### config.mk
export PLATFORM = sky130hd
export DESIGN_NAME = s3g_tx
export DESIGN_NICKNAME = d
export VERILOG_FILES = /design/src/rtl/s3g_tx.sv
export SDC_FILE = /design/constraint.sdc
export NUM_CORES = 1
export LEC_CHECK = 0
export CORE_ASPECT_RATIO = 2
export CORE_MARGIN = 5
export CORE_UTILIZATION = 60
export DETAILED_ROUTE_END_ITERATION = 10
export PLACE_DENSITY = 0.77
export SYNTH_ARGS = -nofsm -noshare
export SYNTH_HDL_FRONTEND = slang
export SYNTH_SLANG_ARGS = --single-unit
### constraint.sdc
create_clock -name clk -period 6 [get_ports clk]
set_input_delay 1.2 -clock clk [delete_from_list [all_inputs] [get_ports clk]]
set_output_delay 1.2 -clock clk [all_outputs]
set_load 0.02 [all_outputs]
### src/rtl/s3g_tx.sv
// S3G transmit framer: buffers a payload, then sends D5, length, payload, CRC8.
// Optional watchdog abort in wait phases is enabled with S3G_TX_TIMEOUT_EN.
module s3g_tx #(
  parameter int MAX_LEN = 32,
  parameter int TIMEOUT = 1000000
) (
  input  logic       clk,
  input  logic       rst,
  input  logic [7:0] wr_data,
  input  logic       wr_en,
  input  logic       send,
  output logic [7:0] fill,
  output logic       busy,
  output logic       overflow,
  output logic       packet_sent,
  output logic       packet_error,
  output logic [7:0] tx_data,
  output logic       tx_wr,
  input  logic       tx_done
);

  localparam int AW = (MAX_LEN > 1) ? $clog2(MAX_LEN) : 1;
  localparam logic [7:0] LMAX = 8'(MAX_LEN);

  typedef enum logic [2:0] {IDLE, START, LEN, DATA, CRC} state_t;
  typedef enum logic [1:0] {PH_ISSUE, PH_WAIT, PH_FIN} phase_t;

  state_t     r_state, w_state;
  phase_t     r_phase, w_phase;
  logic [7:0] r_fill, w_fill;
  logic [7:0] r_idx, w_idx;
  logic [7:0] r_crc, w_crc;
  logic       r_ovf, w_ovf;
  logic       r_sent, w_sent;
  logic [7:0] r_txd, w_txd;
  logic       r_txwr, w_txwr;
  logic [7:0] r_buf [MAX_LEN];
  logic       w_idle, w_full, w_wr_ok, w_go;
  logic [7:0] w_byte;

`ifdef S3G_TX_TIMEOUT_EN
  localparam int TW = $clog2(TIMEOUT + 1);
  localparam logic [TW-1:0] TLAST = TW'(TIMEOUT - 1);
  logic [TW-1:0] r_tmo, w_tmo;
  logic          r_err, w_err;
`endif

  function automatic logic [7:0] nextCRC8_D8(
    input logic [7:0] d,
    input logic [7:0] c
  );
    logic [7:0] r;
    r = c ^ d;
    for (int i = 0; i < 8; i++)
      r = r[0] ? ((r >> 1) ^ 8'h8C) : (r >> 1);
    return r;
  endfunction

  assign w_idle  = (r_state == IDLE);
  assign w_full  = (r_fill == LMAX);
  assign w_wr_ok = w_idle && wr_en && !w_full;
  assign w_go    = w_idle && send && (w_wr_ok || r_fill != 8'd0);
  assign w_byte  = r_buf[r_idx[AW-1:0]];

  always_comb begin
    w_state = r_state;
    w_phase = r_phase;
    w_fill  = r_fill;
    w_idx   = r_idx;
    w_crc   = r_crc;
    w_ovf   = r_ovf;
    w_sent  = 1'b0;
    w_txd   = r_txd;
    w_txwr  = 1'b0;
`ifdef S3G_TX_TIMEOUT_EN
    w_tmo   = '0;
    w_err   = 1'b0;
`endif
    if (wr_en && !w_wr_ok)
      w_ovf = 1'b1;
    unique case (r_state)
      IDLE: begin
        if (w_wr_ok)
          w_fill = r_fill + 8'd1;
        if (w_go) begin
          w_state = START;
          w_phase = PH_ISSUE;
          w_idx   = 8'd0;
          w_ovf   = 1'b0;
        end
      end
      default: begin
        unique case (r_phase)
          PH_ISSUE: begin
            w_txwr  = 1'b1;
            w_phase = PH_WAIT;
            unique case (r_state)
              START: w_txd = 8'hD5;
              LEN:   w_txd = r_fill;
              DATA: begin
                w_txd = w_byte;
                w_crc = nextCRC8_D8(w_byte, r_crc);
                w_idx = r_idx + 8'd1;
              end
              default: w_txd = r_crc;
            endcase
          end
          PH_WAIT: begin
            if (tx_done) begin
              w_phase = PH_ISSUE;
              unique case (r_state)
                START: w_state = LEN;
                LEN:   w_state = DATA;
                DATA:  w_state = (r_idx == r_fill) ? CRC : DATA;
                default: w_phase = PH_FIN;
              endcase
            end
`ifdef S3G_TX_TIMEOUT_EN
            else if (r_tmo == TLAST) begin
              w_err   = 1'b1;
              w_state = IDLE;
              w_phase = PH_ISSUE;
              w_fill  = 8'd0;
              w_crc   = 8'd0;
            end else begin
              w_tmo = r_tmo + 1'b1;
            end
`endif
          end
          default: begin
            w_sent  = 1'b1;
            w_state = IDLE;
            w_phase = PH_ISSUE;
            w_fill  = 8'd0;
            w_crc   = 8'd0;
          end
        endcase
      end
    endcase
  end

  always_ff @(posedge clk) begin
    if (!rst) begin
      r_state <= IDLE;
      r_phase <= PH_ISSUE;
      r_fill  <= 8'd0;
      r_idx   <= 8'd0;
      r_crc   <= 8'd0;
      r_ovf   <= 1'b0;
      r_sent  <= 1'b0;
      r_txd   <= 8'd0;
      r_txwr  <= 1'b0;
`ifdef S3G_TX_TIMEOUT_EN
      r_tmo   <= '0;
      r_err   <= 1'b0;
`endif
    end else begin
      r_state <= w_state;
      r_phase <= w_phase;
      r_fill  <= w_fill;
      r_idx   <= w_idx;
      r_crc   <= w_crc;
      r_ovf   <= w_ovf;
      r_sent  <= w_sent;
      r_txd   <= w_txd;
      r_txwr  <= w_txwr;
`ifdef S3G_TX_TIMEOUT_EN
      r_tmo   <= w_tmo;
      r_err   <= w_err;
`endif
    end
  end

  // Payload storage needs no reset: fill=0 makes old contents unreachable
  always_ff @(posedge clk) begin
    if (w_wr_ok)
      r_buf[r_fill[AW-1:0]] <= wr_data;
  end

  assign fill        = r_fill;
  assign busy        = !w_idle;
  assign overflow    = r_ovf;
  assign packet_sent = r_sent;
  assign tx_data     = r_txd;
  assign tx_wr       = r_txwr;
`ifdef S3G_TX_TIMEOUT_EN
  assign packet_error = r_err;
`else
  assign packet_error = (TIMEOUT < 0);
`endif

endmodule

==> results by stage, run 1 <==
Synthesis:
- The count of yosys warnings during synthesis is 0.
- Summed over its instances, the top area cell type makes up 62.55% of the synthesized netlist area.
- The leading area contributor after synthesis is edfxtp_1.
- After synthesis, the cell types taking the most area are edfxtp_1, mux4_2, dfxtp_1.
- The gate count after technology mapping is 703.
- The async set or reset register ratio after synthesis is 0%.
- In the synthesized netlist the dominant register cell turns out to be edfxtp_1.
- The post-synthesis instance area is 0.01229 mm^2.
- The synthesized design contains 256 enable-type register cells.
- The register area share after synthesis is between 60% and 70%.
- Yosys mapped the design onto 59 distinct sky130hd cell types.
- The synthesized netlist net count is 721.
- The average instance in the mapped netlist occupies 17.48 um^2.
- The post-synthesis register bit count is 301.

Place:
- The post-placement worst setup slack is 2.086 ns.
- The port buffer count is 32.
- The instance area after placement is between 0.01 and 0.015 mm^2.
- Routability-driven placement finished with a final weighted congestion of 0.8312.
- The detailed placement HPWL is 18.55 mm.

Clock network:
- The number of gates given a new drive strength after cts is 0.
- The H-tree depth is 1.
- The longest clock path from root to sink contains 3 buffers.
- The clock latency on the worst-skew pair is ~0.53 ns.
- The cell sitting at the root of the clock tree is a clkbuf_16.
- Counting every sink on the clock net gives approximately 300.
- The post-CTS setup repair buffer count is 0.
- TritonCTS built the clock tree.
- The number of clock buffers inserted by TritonCTS is 25.
- The number of hold buffers added after CTS was 0.
- After clock tree synthesis, the clock-pin slew on the worst setup and hold paths is 0.06 ns.

Timing:
- The worst path uses between 60 and 70% of the clock period.
- The post-route setup TNS is 0 ns.
- The number of failing hold endpoints at the final stage is 0.
- Counting I/O delays and the setup requirement, the final critical path takes 3.851 ns.
- The number of max-slew violations in the final report is 0.
- The setup skew after layout is 0.009053 ns.
- Setup repair after global routing left no endpoint under its margin.
- In this run the tightest slew margin relative to its limit is ~17%.
- The worst setup margin is around 2.1 ns.
- For the pin with the worst max-slew slack, the measured transition is 1.240 ns.
- Setup violations remaining at the end of the flow were counted as 0.
- The maximum clock frequency is approximately 0.26 GHz.

Power:
- The clock network accounts for between 30 and 40% of the total power.
- Of the total power, the share spent switching nets is between 20% and 30%.
- Summed over all nets, the switching power comes to 1.048 mW.
- The proportion of power drawn by combinational gates is 10.6%.
- Across the VDD grid, the largest voltage drop is approximately 0.25 mV.
- The analysis attributes to cell leakage a power of 4.250 nW.
- In this run the power density over the cells is between 300 and 400 mW/mm^2.
- The design internal power is between 3 and 4 mW.
- The sequential fraction of design power is 53.1%.

Detailed routing:
- After detailed routing, the number of remaining DRC violations is 0.
- The number of iterations in the first detailed-routing pass is 8.
- The count of antenna-violating nets left after detailed routing is 0.
- The mean number of vias per cell is approximately 6.3.
- The wire length reported by the detailed router is 27.16 mm.
- The count of routing violations after the opening detailed-route iteration is around 750.
- Detailed routing inserted a total of between 6k and 7k vias.
- In the final routed layout, each cell accounts on average for 26.58 um.

Critical path:
- The type of element capturing the critical path is a register.
- Counting both buffers and inverters, the worst setup path holds a total of 1.
- For the worst setup path, the data required time is 6.42 ns.
- The start-to-end type of the worst setup path is register to register.
- The slowest stage of the critical path is the dfxtp_4 cell.
- Along the worst path, the maximum fanout reaches 57.
- Traced cell by cell, the critical path runs through buf_4 -> mux4_2 -> mux4_2 -> mux2i_4 -> xor2_2 -> xnor2_1 -> xnor2_1 -> o21bai_1 -> a22o_1.
- Data arrives at the worst endpoint at 4.28 ns.
- The delay contributed by the slowest stage of the critical path is 1.06 ns.
- On the critical path the largest part of the delay comes from multiplexers.
- STA classifies the critical path startpoint as a register.

GRT:
- The number of global-route vias before repair is 6706.
- Global routing consumed, over all layers together, 23.59% of the routing resources.
- The total overflow left after global routing is 0.
- The first global-routing pass estimated 41.19 mm of wire.
- The number of antenna violations at the first check in global routing is 0.
- The maximum number of pins on one net before global-route repair is 58.

Floorplan:
- The floorplan has between 70 and 80 rows.
- The placeable core region is 0.02028 mm^2.
- During I/O placement, the number of pins put on the boundary was 34.
- The die outline width is around 110 um.
- The floorplan die area is ~0.024 mm^2.
- Once the floorplan was initialized, standard cells occupied 60.61% of the core.
- The floorplan step set the die height to 212.4 um.

Layout:
- Cells with a size suffix above 1 make up approximately 17% of the layout.
- The antenna diode instance count is 0.
- The synthesis-to-finish area growth is 10.76%.
- Summing all non-filler instances in the final layout gives an area of 0.01361 mm^2.
- The number of nets at the end of the flow is 755.

Job:
- The number of maximum-capacitance violations is 0.

Min path:
- The startpoint identified for the worst hold timing path is tx_data[6].
- The path class of the lowest-slack min-delay path is register to register.

Outcome:
- The run finished with clean final reports.
stage by stage:
stage	instances	power [mW]	hold slack [ns]	util, %
after global placement	976	2.855	0.4460	63.14
after CTS	1022	4.466	0.4661	67.14
after global routing	1022	4.605	0.4943	67.14
after floorplan	703	2.685	0.4254	-
after detailed placement	976	2.872	0.4571	63.14
final	1022	4.447	0.4573	67.14
cell type report:
| cell class | count | area, um^2 |
|---|---|---|
| clock buffers | 28 | 636.9 |
| clock inverters | 18 | 172.7 |
| fillers | 1303 | 6664 |
| inverters | 9 | 33.78 |
| multi-input cells | 361 | 3470 |
| flip-flops and latches | 301 | 8594 |
| well taps | 266 | 332.8 |
| repair buffers | 39 | 372.9 |
per-layer routing:
| metal | GRT usage, % | share of wire [%] | wire, um |
|---|---|---|---|
| met5 | 0 | 0 | 0 |
| met4 | 12.94 | 6.3 | 1715 |
| met3 | 2.677 | 4.6 | 1260 |
| met2 | 43.49 | 55 | 14970 |
| met1 | 26.58 | 34 | 9214 |
power groups by stage:
stage	registers, mW	clock network (mW)	logic, mW
after floorplan	2.40	0	0.284
after global placement	2.40	0	0.452
after detailed placement	2.41	0	0.467
after CTS	2.36	1.64	0.471
after global routing	2.36	1.73	0.507
final	2.36	1.62	0.471
layout by cell type, fill, tap and decap left out, types with 7 or more instances in the layout:
cell,n
a21oi_1,13
buf_4,7
clkbuf_16,25
clkdlybuf4s50_1,32
dfxtp_1,42
edfxtp_1,256
inv_1,9
mux2i_1,20
mux4_2,70
nand2_1,39
nand3_1,11
nand4_1,8
nor2_1,60
o21ai_0,10
o21ai_1,7
xnor2_1,14
xor2_1,20
state kept, by name, indices dropped and copies added, names as in the netlist, named ones only:
| register | count |
|---|---|
| r_phase | 2 |
| r_crc | 8 |
| r_idx | 8 |
| fill | 8 |
| packet_sent | 1 |
| tx_wr | 1 |
| r_buf | 256 |
| r_state | 3 |
| overflow | 1 |
| tx_data | 8 |
kinds of logic after synthesis:
family,after synthesis,share of synthesized area [%]
compound gates,65,3.471
buf+inv,41,1.893
simple gates,155,5.844
other cells,1,0.03051
flops,301,69.88
xor+xnor,40,3.329
fa+ha+maj,5,0.5090
mux,95,15.05
path summary, 6_finish.rpt:
check	cells past startpoint	end	slack, ns
setup / recovery	9	r_crc[7]	2.15
setup reg to reg	9	r_crc[7]	2.15
hold reg to reg	2	tx_data[6]	0.46
hold / removal	2	tx_data[6]	0.46
worst min-delay path, cell delays in order, from the launching register on:
cell and delay (ns):
dfxtp_1 0.31, nand2_1 0.05, a21boi_1 0.05
cell usage after synthesis (6+ instances only):
cell / number
edfxtp_1: 256
mux4_2: 70
nor2_1: 60
dfxtp_1: 45
nand2_1: 39
mux2i_1: 20
xor2_1: 20
clkbuf_1: 17
xnor2_1: 14
a21oi_1: 13
nand3_1: 11
o21ai_0: 10
inv_1: 9
nand4_1: 8
o21ai_1: 7
a21boi_1: 6
nor2b_1: 6
Note: power is estimated with default switching activity, not from simulation.
==> run 2, diff against run 1 <==
- CORE_UTILIZATION: 60 -> 55
- PLACE_DENSITY: 0.77 -> 0.74
- clock period: 6 -> 3.5 ns (I/O delays scaled with it)
==> run 2 against run 1 <==
Effect of this change:
- utilization is 3.0 points lower
- maximum frequency increased by 17%
- non-clock buffer count rose by 52
- critical path depth grew 1
- count of clock-buffer cells in the layout did not move
- worst setup slack got worse by 2.0 ns
- combinational power is 86% higher
- sequential share of layout area down 2.4 points
- largest cell class unchanged
==> results by stage, run 2 (synthesis results as in run 1) <==
Outcome:
- Status: completed (unchanged).

Critical path:
- The logic depth of the worst register-to-register path is 10 (was 9).
- The arrival time at the worst endpoint came to 3.72 ns (was 4.28 ns).
- The reg-to-reg setup timing slack is 0.20 ns (was 2.15 ns).
- The endpoint of the worst register-to-register path is r_crc[2] (was r_crc[7]).
- The worst endpoint required time is 3.92 ns (was 6.42 ns).
- The startpoint type of the worst setup path was a register (unchanged).
- The type of element capturing the critical path is a register (unchanged).
- The peak fanout along the critical path is 14 (was 57).
- The start-to-end type of the worst setup path is register to register (unchanged).

GRT:
- The total congestion overflow after global routing is 0 (unchanged).
- The maximum number of pins on one net before global-route repair came to 34 (was 58).
- The number of antenna violations at the first check in global routing is 0 (unchanged).
- The number of global-route vias before repair is 7062 (was 6706).
- The global-route wire length before repair is 42.55 mm (was 41.19 mm).
- The global-route usage over all layers came to 22.57% (was 23.59%).

Power:
- The proportion of power drawn by combinational gates came to 11.3% (was 10.6%).
- The worst-case vdd ir drop is 0.5713 mV (was 0.2475 mV).
- The design internal power came to 5.913 mW (was 3.399 mW).
- The sequential fraction of design power is 51.8% (was 53.1%).
- The total power per unit cell area is 549.0 mW/mm^2 (was 326.7 mW/mm^2).
- The proportion of power drawn by the clock network is 36.9% (was 36.3%).
- The static power due to leakage is 4.565 nW (was 4.250 nW).
- The net switching power figure was 1.852 mW (was 1.048 mW).
- The switching portion of total power is 23.85% (was 23.56%).
- The post-layout total power is 7.764 mW (was 4.447 mW).

Detailed routing:
- The routed length on met3 was 1.455 mm (was 1.260 mm).
- The count of routing violations after the opening detailed-route iteration came to 715 (was 752).
- The met2 routed wirelength is 15.51 mm (was 14.97 mm).
- The wire length reported by the detailed router was 28.19 mm (was 27.16 mm).
- The met1 wire length is 9.387 mm (was 9.214 mm).
- The number of vias in the routed layout is 6713 (was 6449).
- The count of antenna-violating nets left after detailed routing is 0 (unchanged).
- The highest metal layer with signal wires is met4 (unchanged).
- The mean number of vias per cell came to 6.199 (was 6.310).
- The routed length per instance was 26.03 um (was 26.58 um).
- The number of iterations in the first detailed-routing pass is 5 (was 8).
- The number of DRC violations after detailed routing is 0 (unchanged).

Timing:
- The share of the clock period used by the worst path after layout came to 94.37% (was 64.18%).
- The minimum clock period came to 3.303 ns (was 3.851 ns).
- The post-route setup TNS was 0 ns (unchanged).
- The transition time at the pin with the least slew margin was 1.123 ns (was 1.240 ns).
- The maximum clock frequency is 0.3028 GHz (was 0.2597 GHz).
- The number of max-slew violations in the final report is 0 (unchanged).
- Setup repair after global routing missed its margin: no (unchanged).
- The setup skew after layout was 0.01389 ns (was 0.009053 ns).
- The setup-violating endpoint count in the final report came to 0 (unchanged).
- The number of failing hold endpoints at the final stage is 0 (unchanged).
- The worst setup margin is 0.1971 ns (was 2.149 ns).
- The relative max-transition margin is 24.87% (was 17.11%).

Layout:
- The final core utilization is 64.10% (was 67.14%).
- Top library cells by usage in the layout, fill and taps aside: edfxtp_1, mux4_2, nor2_1 (unchanged).
- The synthesis-to-finish area growth came to 15.07% (was 10.76%).
- The antenna diode instance count is 0 (unchanged).
- The most common cell after layout, fill and taps aside is edfxtp_1 (unchanged).
- The number of nets at the end of the flow is 807 (was 755).
- The number of fill cells in the layout came to 1480 (was 1303).
- The fraction of final layout cells with drive strength greater than 1 is 22.80% (was 16.93%).
- The flip-flop count of the largest register after layout is 256 (unchanged).

Clock network:
- The clock latency on the worst-skew pair was 0.53 ns (about the same).
- The root buffer cell is clkbuf_16 (unchanged).
- The clock sink count is 301 (unchanged).
- The TritonCTS clock tree is yes (unchanged).
- The post-CTS clock slew at the launch and capture registers of the worst setup and hold paths came to 0.07 ns (was 0.06 ns).
- The clock tree buffer depth was 3 (unchanged).
- The number of clock buffers inserted by TritonCTS came to 25 (unchanged).
- The H-tree depth is 1 (unchanged).

Floorplan:
- The die outline width is 115.7 um (was 111.2 um).
- The floorplan die area was 0.02562 mm^2 (was 0.02362 mm^2).
- The placeable core region is 0.02206 mm^2 (was 0.02028 mm^2).
- The number of placed I/O pins was 34 (unchanged).
- The number of rows in the core area was 77 (was 74).
- The vertical extent of the die is 221.4 um (was 212.4 um).
- The initial cell density of the core is 55.71% (was 60.61%).

Min path:
- The path class of the lowest-slack min-delay path was register to register (unchanged).
- The hold path startpoint is r_crc[5] (was tx_data[6]).
- The worst min-delay path endpoint is r_crc[5] (was tx_data[6]).
- The number of stages on the worst hold path is 2 (unchanged).

Place:
- The post-placement worst setup slack was 0.1136 ns (was 2.086 ns).
- The port buffer count is 32 (unchanged).
- The weighted congestion reported at the end of routability-driven placement is 0.9003 (was 0.8312).
- The detailed placement HPWL was 19.80 mm (was 18.55 mm).

Job:
- The number of maximum-capacitance violations is 0 (unchanged).
## run 2: changes by cell type in the layout (fill, tap and decap cells not counted), sizes merged
cell,before,now
buf,7,59
inv,11,14
clkinv,11,6
clkinvlp,2,3
## run 2: power by group through the flow
stage                     registers (mW)  logic [mW]  clock network, mW
after floorplan                     4.12       0.487                  0
after global placement              4.09       0.838                  0
after detailed placement            4.10       0.862                  0
after CTS                           4.02       0.868               2.91
after global routing                4.02       0.940               3.06
final                               4.02       0.877               2.87
## run 2: final cells by class
type,count,area (um^2),share of cell area [%]
Inverter,9,33.78,0.2389
Clock inverter,17,183.9,1.301
Timing Repair Buffer,91,850.8,6.016
Multi-Input combinational cell,361,3477,24.59
Tap cell,276,345.3,2.442
Sequential cell,301,8593,60.76
Clock buffer,28,658.1,4.654
## run 2: how the worst max path moves through the flow
stage / to / start
after floorplan: r_crc[7] / register
final: r_crc[2] / register
after detailed placement: r_crc[6] / register
after CTS: r_crc[6] / register
after global placement: r_crc[6] / register
after global routing: r_crc[6] / register
## run 2: what timing repair did
item / CTS / global route
hold buffers: 0 / 0
gates resized for setup: 0 / 2
buffers inserted: 0 / 0
setup endpoints to repair: 0 / 1
endpoints found under the hold margin: 0 / 0
## run 2: stage by stage
step	std cells	hold slack (ns)	area (um^2)
6_report	1083	0.4485	14140
2_1_floorplan	703	0.4254	12290
3_5_place_dp	1038	0.4408	13290
5_1_grt	1083	0.4855	14140
3_3_place_gp	1038	0.4418	13290
4_1_cts	1083	0.4506	14130
## run 2: per-layer routing
metal | up-vias | global-route usage (%)
met5 | - | 0
met3 | 94 | 2.734
met1 | 3409 | 25.11
li1 | 2917 | -
met2 | 293 | 40.42
met4 | 0 | 13.30
## run 2: critical path, cell delays in order (launching register included)
cell and delay [ns]:
dfxtp_4 0.50, buf_12 0.21, buf_4 0.20, mux4_2 0.52, mux4_2 0.49, mux2i_4 0.20, xor2_2 0.13, xnor2_1 0.47
xnor2_2 0.20, xor2_1 0.19, o21ai_1 0.08
==> run 3, diff against run 2 <==
- CTS_CLUSTER_DIAMETER: not set -> 80
==> results of run 3 <==
The final DEF is identical to that of run 2; final timing and power are the same.
